$ cat src/rtl/param_averager_if.sv
// rtl/param_averager_if.sv - sample/result handshake bundle for param_averager
interface param_averager_if #(
   parameter int DATA_W = 8,
   parameter int LOG2_N = 2
);
   logic              find_average;
   logic              sample_valid;
   logic [DATA_W-1:0] sample_data;
   logic              sample_ready;
   logic              average_ack;
   logic [DATA_W-1:0] average_result;
   logic              average_done;
   logic [LOG2_N:0]   sample_count;

   modport master (
      output find_average, sample_valid, sample_data, average_ack,
      input  sample_ready, average_result, average_done, sample_count
   );

   modport slave (
      input  find_average, sample_valid, sample_data, average_ack,
      output sample_ready, average_result, average_done, sample_count
   );
endinterface

$ cat src/rtl/param_averager.sv
// rtl/param_averager.sv - block averager over 2^LOG2_N samples; AVG_ROUND_EN selects round-half-up
module param_averager #(
   parameter int DATA_W = 8,
   parameter int LOG2_N = 2
) (
   input logic             clk_2,
   input logic             reset_n,
   param_averager_if.slave avg
);
   localparam int ACC_W = DATA_W + LOG2_N + 1;
   localparam int CNT_W = LOG2_N + 1;
   localparam logic [CNT_W-1:0] FULL = CNT_W'(1 << LOG2_N);
`ifdef AVG_ROUND_EN
   localparam logic [ACC_W-1:0] HALF = ACC_W'((1 << LOG2_N) >> 1);
`else
   localparam logic [ACC_W-1:0] HALF = '0;
`endif

   typedef enum logic [1:0] {IDLE, ACCUM, DONE} state_t;

   state_t            state_q, state_d;
   logic [ACC_W-1:0]  acc_q, acc_d;
   logic [CNT_W-1:0]  cnt_q, cnt_d;
   logic [DATA_W-1:0] result_q, result_d;

   logic [ACC_W-1:0]  sum;
   logic [ACC_W-1:0]  rounded;
   logic [ACC_W-1:0]  shifted;
   logic [CNT_W-1:0]  cnt_inc;
   logic              unused_shift_bits;

   always_ff @(posedge clk_2 or negedge reset_n) begin
      if (!reset_n) begin
         state_q  <= IDLE;
         acc_q    <= '0;
         cnt_q    <= '0;
         result_q <= '0;
      end else begin
         state_q  <= state_d;
         acc_q    <= acc_d;
         cnt_q    <= cnt_d;
         result_q <= result_d;
      end
   end

   // The spare accumulator bit keeps sum + HALF from wrapping, so the shifted
   // result always fits in DATA_W bits.
   always_comb begin
      state_d  = state_q;
      acc_d    = acc_q;
      cnt_d    = cnt_q;
      result_d = result_q;
      sum      = acc_q + ACC_W'(avg.sample_data);
      rounded  = sum + HALF;
      shifted  = rounded >> LOG2_N;
      cnt_inc  = cnt_q + 1'b1;

      case (state_q)
         IDLE: begin
            if (avg.find_average) begin
               state_d = ACCUM;
               acc_d   = '0;
               cnt_d   = '0;
            end
         end
         ACCUM: begin
            if (!avg.find_average) begin
               state_d = IDLE;
               acc_d   = '0;
               cnt_d   = '0;
            end else if (avg.sample_valid) begin
               acc_d = sum;
               cnt_d = cnt_inc;
               if (cnt_inc == FULL) begin
                  state_d  = DONE;
                  result_d = shifted[DATA_W-1:0];
               end
            end
         end
         DONE: begin
            // Pending result survives find_average=0; only the ack releases it.
            if (avg.average_ack) begin
               state_d = avg.find_average ? ACCUM : IDLE;
               acc_d   = '0;
               cnt_d   = '0;
            end
         end
         default: begin
            state_d = IDLE;
            acc_d   = '0;
            cnt_d   = '0;
         end
      endcase
   end

   assign unused_shift_bits  = ^shifted[ACC_W-1:DATA_W];

   assign avg.sample_ready   = (state_q == ACCUM) && avg.find_average;
   assign avg.average_done   = (state_q == DONE);
   assign avg.average_result = result_q;
   assign avg.sample_count   = cnt_q;
endmodule

$ cat src/flat_wrapper.sv
// flat-port wrapper written by rule: the top's interface ports become plain ports
module param_averager_flat 
#(
   parameter int DATA_W = 8,
   parameter int LOG2_N = 2
)
  (clk_2, reset_n, avg_find_average, avg_sample_valid, avg_sample_data, avg_average_ack, avg_sample_ready, avg_average_result, avg_average_done, avg_sample_count);
  param_averager_if #(.DATA_W(DATA_W), .LOG2_N(LOG2_N)) avg_i ();
  input logic clk_2;
  input logic reset_n;
  input wire logic [$bits(avg_i.find_average)-1:0] avg_find_average;
  input wire logic [$bits(avg_i.sample_valid)-1:0] avg_sample_valid;
  input wire logic [$bits(avg_i.sample_data)-1:0] avg_sample_data;
  input wire logic [$bits(avg_i.average_ack)-1:0] avg_average_ack;
  output wire logic [$bits(avg_i.sample_ready)-1:0] avg_sample_ready;
  output wire logic [$bits(avg_i.average_result)-1:0] avg_average_result;
  output wire logic [$bits(avg_i.average_done)-1:0] avg_average_done;
  output wire logic [$bits(avg_i.sample_count)-1:0] avg_sample_count;
  assign avg_i.find_average = avg_find_average;
  assign avg_i.sample_valid = avg_sample_valid;
  assign avg_i.sample_data = avg_sample_data;
  assign avg_i.average_ack = avg_average_ack;
  assign avg_sample_ready = avg_i.sample_ready;
  assign avg_average_result = avg_i.average_result;
  assign avg_average_done = avg_i.average_done;
  assign avg_sample_count = avg_i.sample_count;
  param_averager #(.DATA_W(DATA_W), .LOG2_N(LOG2_N)) u_core (.clk_2(clk_2), .reset_n(reset_n), .avg(avg_i));
endmodule
$ cat config.mk
export PLATFORM = sky130hd
export DESIGN_NAME = param_averager_flat
export DESIGN_NICKNAME = d
export VERILOG_FILES = /design/src/rtl/param_averager_if.sv /design/src/rtl/param_averager.sv /design/src/flat_wrapper.sv
export SDC_FILE = /design/constraint.sdc
export NUM_CORES = 1
export LEC_CHECK = 0
export CAP_MARGIN = 20
export CORE_ASPECT_RATIO = 2
export CORE_MARGIN = 1
export CORE_UTILIZATION = 45
export CTS_BUF_LIST = sky130_fd_sc_hd__clkbuf_4 sky130_fd_sc_hd__clkbuf_8
export CTS_CLUSTER_SIZE = 20
export DETAILED_ROUTE_END_ITERATION = 10
export GPL_ROUTABILITY_DRIVEN = 0
export PLACE_DENSITY = 0.73
export SYNTH_ARGS = -nofsm -noshare
export SYNTH_HDL_FRONTEND = slang
export SYNTH_SLANG_ARGS = --single-unit
export TNS_END_PERCENT = 5
$ cat constraint.sdc
create_clock -name clk_2 -period 2 [get_ports clk_2]
set_input_delay 0.3 -clock clk_2 [delete_from_list [all_inputs] [get_ports clk_2]]
set_output_delay 0.3 -clock clk_2 [all_outputs]
set_load 0.01 [all_outputs]
* Word level (Yosys, flattened, before mapping) *
Cells that the tools add are included.

storage, ports and cells
  bits in registers = 24
  input port bits = 13
  output and inout bits = 13
  logic and storage cells = 35

operators by class
  $add $sub $neg = 2
  eq/ne operators = 7
  multiplexer cells = 17
  reductions and logical operators = 5

operator list
  operator             count
  $mux 11              4
  $pmux 11 s3          1
  $mux 3               4
  $add 11x8->11        1
  $mux 2               5
  $pmux 3 s3           1
  $reduce_and 4->1     2
  $pmux 2 s3           1
  $ne 2x2->1 const B   2
  $add 3x1->3 const B  1
  $eq 3x3->1 const B   1
  $ne 3x2->1 const B   1
  $ne 3x3->1 const B   1
  $reduce_and 3->1     1
  $eq 2x1->1 const B   1
  $eq 2x2->1 const B   1
  $logic_not 2->1      1
  $logic_and 1x1->1    1
  $mux 1               1

* Longest topological paths before layout *
  depth after elaboration = 6
  depth in mapped cells = 6

* Least setup slack after synthesis *
No wires, ideal clock.

  kind = register -> register
  start = register u_core.acc_q[0]
  end = register u_core.acc_q[6]
  library setup time = 0.122 ns
  arrival time = 1.752 ns
  path slack = 0.126 ns
  cell stages (with the launch flop) = 7
  clock period less this slack = 1.874 ns
  cells stage by stage = dfrtp_1 > ha_1 > fa_1 > nand3_1 > a21oi_1 > or3_1 > a32o_1

between the ends
  word-level cells in the longest chain between the ends = 4

RTL lines
  element                 line                  RTL
  from (decl)             param_averager.sv:22  logic [ACC_W-1:0] acc_q, acc_d;
  from (signal assigned)  param_averager.sv:35  acc_q <= '0;
  from (signal assigned)  param_averager.sv:40  acc_q <= acc_d;
  $add 11x8->11           param_averager.sv:53  sum = acc_q + ACC_W'(avg.sample_data);
  $mux 11                 param_averager.sv:71  end else if (avg.sample_valid) begin
  $mux 11                 param_averager.sv:67  if (!avg.find_average) begin
  $pmux 11 s3             param_averager.sv:58  case (state_q)

No other way between the ends. The select of a mux whose other input is x is not followed.
A chain may end at the register's enable or synchronous reset.

* Final worst setup path *
  start = input port avg_sample_data[1]
  end = register u_core.result_q[7] (netlist: u_core.avg.average_result[7])

between the ends
  word-level cells in the longest chain between the ends = 1

RTL lines
  element               line                  RTL
  from (decl)           flat_wrapper.sv:13    input wire logic [$bits(avg_i.sample_data)-1:0] avg_sample_data;
  $add 11x8->11         param_averager.sv:53
  to (signal assigned)  param_averager.sv:42  result_q <= result_d;
  to (decl)             param_averager.sv:24  logic [DATA_W-1:0] result_q, result_d;

No other way between the ends.

==> out/metrics.json <==
{
  "timing_max_transition_violations_final": 0,
  "setup_viol": 0,
  "p_leak_nw": 0.922,
  "first_pass_iters": 4,
  "groute.usage.overall_pct": 25.5,
  "clock_sinks": 23,
  "accumulated_negative_setup_slack_ns": 0,
  "core_area_um2": 2940,
  "place.port_buffers": 25,
  "timing_hold_violations_final": 0,
  "synthArstFlopShare_pct": 100,
  "layout.cells.most_common_list": "sky130_fd_sc_hd__clkdlybuf4s50_1 (25), sky130_fd_sc_hd__dfrtp_1 (23), sky130_fd_sc_hd__buf_4 (22)",
  "final_common_cell": "sky130_fd_sc_hd__clkdlybuf4s50_1",
  "swShare_pct": 31.0,
  "period_utilization_post_route_pct": 96.5,
  "post-dp-hpwl_um": 2700,
  "clkTransAtPathRegs_ns": 0.09,
  "layout_min_cycle_time_ns": 1.93,
  "worst-r2r-setup-slack_ns": 0.12,
  "areaGrowthSynthToFinish_pct": 37.0,
  "dieArea_um2": 3350,
  "run_status": "finished clean",
  "drv.max_cap_violation_count": 0,
  "std_cell_rows": 28,
  "yosysWarnings": 0,
  "vdd.ir_drop.worst_v": 0.000362,
  "tritoncts_clock_tree": "built",
  "cp-start-kind": "input port",
  "post_cts.repair.setup_buffers": 0,
  "sequentialPowerShare_pct": 45.7,
  "grt.met2_usage_pct": 46.3,
  "vias_per_cell": 6.19,
  "place_worst_setup_slack_ns": -0.323,
  "synth_seq_area_share_pct": 41.1,
  "synth-edff-count": 0,
  "max_clock_freq_ghz": 0.518,
  "critPathRequiredTime_ns": 2.22,
  "grt_busiest_layer": "met2",
  "initial_utilization_pct": 47.6,
  "route.final.wire_length_um": 3730,
  "fp.dieH_um": 80.9,
  "critPathMaxFanout": 4,
  "yosysUniqueCellTypes": 42,
  "h-tree-depth": 1,
  "worstSetupEndpointType": "register",
  "maximum_number_of_pins_on_one_net_before_global_route_repair": 24,
  "worst_slew_pin_slew_ns": 0.567,
  "power.net_switching_mw": 0.349,
  "layout_cells_sized_above_1_pct": 21.1,
  "relSlewSlack_pct": 62.2,
  "synth-seq-cells": 23,
  "synth_fp_nets": 160,
  "clock_skew_ns": 0.00407,
  "ioPinCount": 26,
  "ctsHoldBuffers": 0,
  "postLayoutCoreUtil_pct": 65.2,
  "n_fill_cell": 255,
  "grt_pass1_vias": 1434,
  "total_area_of_multi_input_combinational_cells_um2": 830,
  "mappedNetlistArea_um2": 1400,
  "wire_per_inst_um": 17.4,
  "grt_overflow_total": 0,
  "cp.arrival_ns": 2.15,
  "antenna_left": 0,
  "grt_antenna_before_repair": 0,
  "post_synth.cell_area_avg_um2": 10.3,
  "grt_setup_unrepaired": "yes",
  "dr.first_iter.drc_count": 43,
  "final-instance-count-excl-fill": 215,
  "critPathKind": "in -> reg",
  "share_comb_of_total_power_pct": 26.3,
  "drc": 0,
  "pwr_density_cell_nw_per_um2": 588,
  "final-seq-area_um2": 576,
  "synth_ff_type": "sky130_fd_sc_hd__dfrtp_1",
  "clkPwrFrac_pct": 28.0,
  "internal_power_mw": 0.778,
  "ctsRootBufferMaster": "sky130_fd_sc_hd__clkbuf_8",
  "cts_made_buffers": 3,
  "groute.layer.met3.usage_pct": 3.33,
  "route.vias.total": 1331,
  "fp.dieW_um": 41.4,
  "first_pass_grt_wire_length_um": 6690,
  "final_critical_path_setup_slack_ns": 0.0694,
  "diodes": 0,
  "use_met1_pct": 28.9,
  "layout.nets": 210,
  "min_delay_worst_type": "in -> async",
  "finalPower_mw": 1.13,
  "postSynthCellCount": 136,
  "numPlacedInstances": 211,
  "max-clock-path-buffers": 2,
  "insertion_delay_ns": 0.28
}
## state kept, by name (all words and copies together), names as in the netlist
signal                     count
u_core.acc_q                  10
u_core.avg.average_result      8
u_core.avg.sample_count        3
u_core.state_q                 2
## layout make-up
class	count	share of cell area, %
clock buffers	3	2.15
clock inverters	1	0.391
inverters	3	0.587
multi-input cells	108	43.2
flip-flops and latches	23	30.0
well taps	30	1.96
repair buffers	47	21.7
## logic make-up (layout without fill, tap and decap cells)
logic type                 after synthesis  in the layout  synth area share, %
buffers and inverters                    5             54                 1.52
and+or+nand+nor                         42             42                 18.3
DFF                                     23             23                 41.1
adders and majority gates               11             11                 10.4
AOI/OAI and AO/OA                       47             47                 23.1
muxes                                    3              3                 2.41
xor gates and xnor gates                 5              5                 3.13
## path summary, 6_finish.rpt
path / start / end / cells after the start
hold reg to reg: u_core.avg.average_result[0]$_DFFE_PN0P_ / u_core.avg.average_result[0]$_DFFE_PN0P_ / 2
min in group clk_2: u_core.avg.average_result[0]$_DFFE_PN0P_ / u_core.avg.average_result[0]$_DFFE_PN0P_ / 2
max in group asynchronous: reset_n / u_core.avg.average_result[0]$_DFFE_PN0P_ / 2
setup reg to reg: u_core.acc_q[0]$_DFFE_PN0P_ / u_core.avg.average_result[2]$_DFFE_PN0P_ / 7
hold / removal: reset_n / u_core.acc_q[3]$_DFFE_PN0P_ / 2
setup / recovery: avg_sample_data[1] / u_core.avg.average_result[7]$_DFFE_PN0P_ / 6
## power by group through the flow
stage | Combinational (mW) | Clock (mW) | Sequential, mW
final | 0.297 | 0.315 | 0.515
after global routing | 0.326 | 0.333 | 0.520
after CTS | 0.284 | 0.313 | 0.513
after detailed placement | 0.280 | 0 | 0.523
after global placement | 0.266 | 0 | 0.522
after floorplan | 0.151 | 0 | 0.518
## cell usage after synthesis, types with 3 or more instances
master,instances,area [µm²]
sky130_fd_sc_hd__a21o_1,3,22.5
sky130_fd_sc_hd__a21oi_1,8,40.0
sky130_fd_sc_hd__a22o_1,6,52.6
sky130_fd_sc_hd__dfrtp_1,23,576
sky130_fd_sc_hd__ha_1,10,125
sky130_fd_sc_hd__inv_1,3,11.3
sky130_fd_sc_hd__mux2_2,3,33.8
sky130_fd_sc_hd__nand2_1,14,52.6
sky130_fd_sc_hd__nand3_1,6,30.0
sky130_fd_sc_hd__nor2_1,6,22.5
sky130_fd_sc_hd__o211ai_1,3,22.5
sky130_fd_sc_hd__o21ai_0,9,45.0
sky130_fd_sc_hd__xnor2_1,4,35.0
## repair_timing
action                     CTS  global route
gates resized for setup      1             5
pin swaps                    0             1
setup endpoints to repair    2             7
## critical path, cell delays in order
cell                              delay, ns
sky130_fd_sc_hd__clkdlybuf4s50_1       0.46
sky130_fd_sc_hd__ha_1                  0.34
sky130_fd_sc_hd__a211oi_2              0.28
sky130_fd_sc_hd__nor3_1                0.13
sky130_fd_sc_hd__or4_1                 0.53
sky130_fd_sc_hd__nand3_1               0.10
## stage by stage
step           hold WS, ns  area (µm²)
3_5_place_dp         0.475        1840
4_1_cts              0.388        1900
5_1_grt              0.403        1920
6_report             0.377        1920
3_3_place_gp         0.462        1840
2_1_floorplan      0.00441        1400
## metal layers
layer  vias up  routed length (µm)
li1        618                   -
met1       659                1400
met2        43                2070
met3        11                 154
met4         0                 104
met5         -                   0
(Power assumes the default switching activity.)
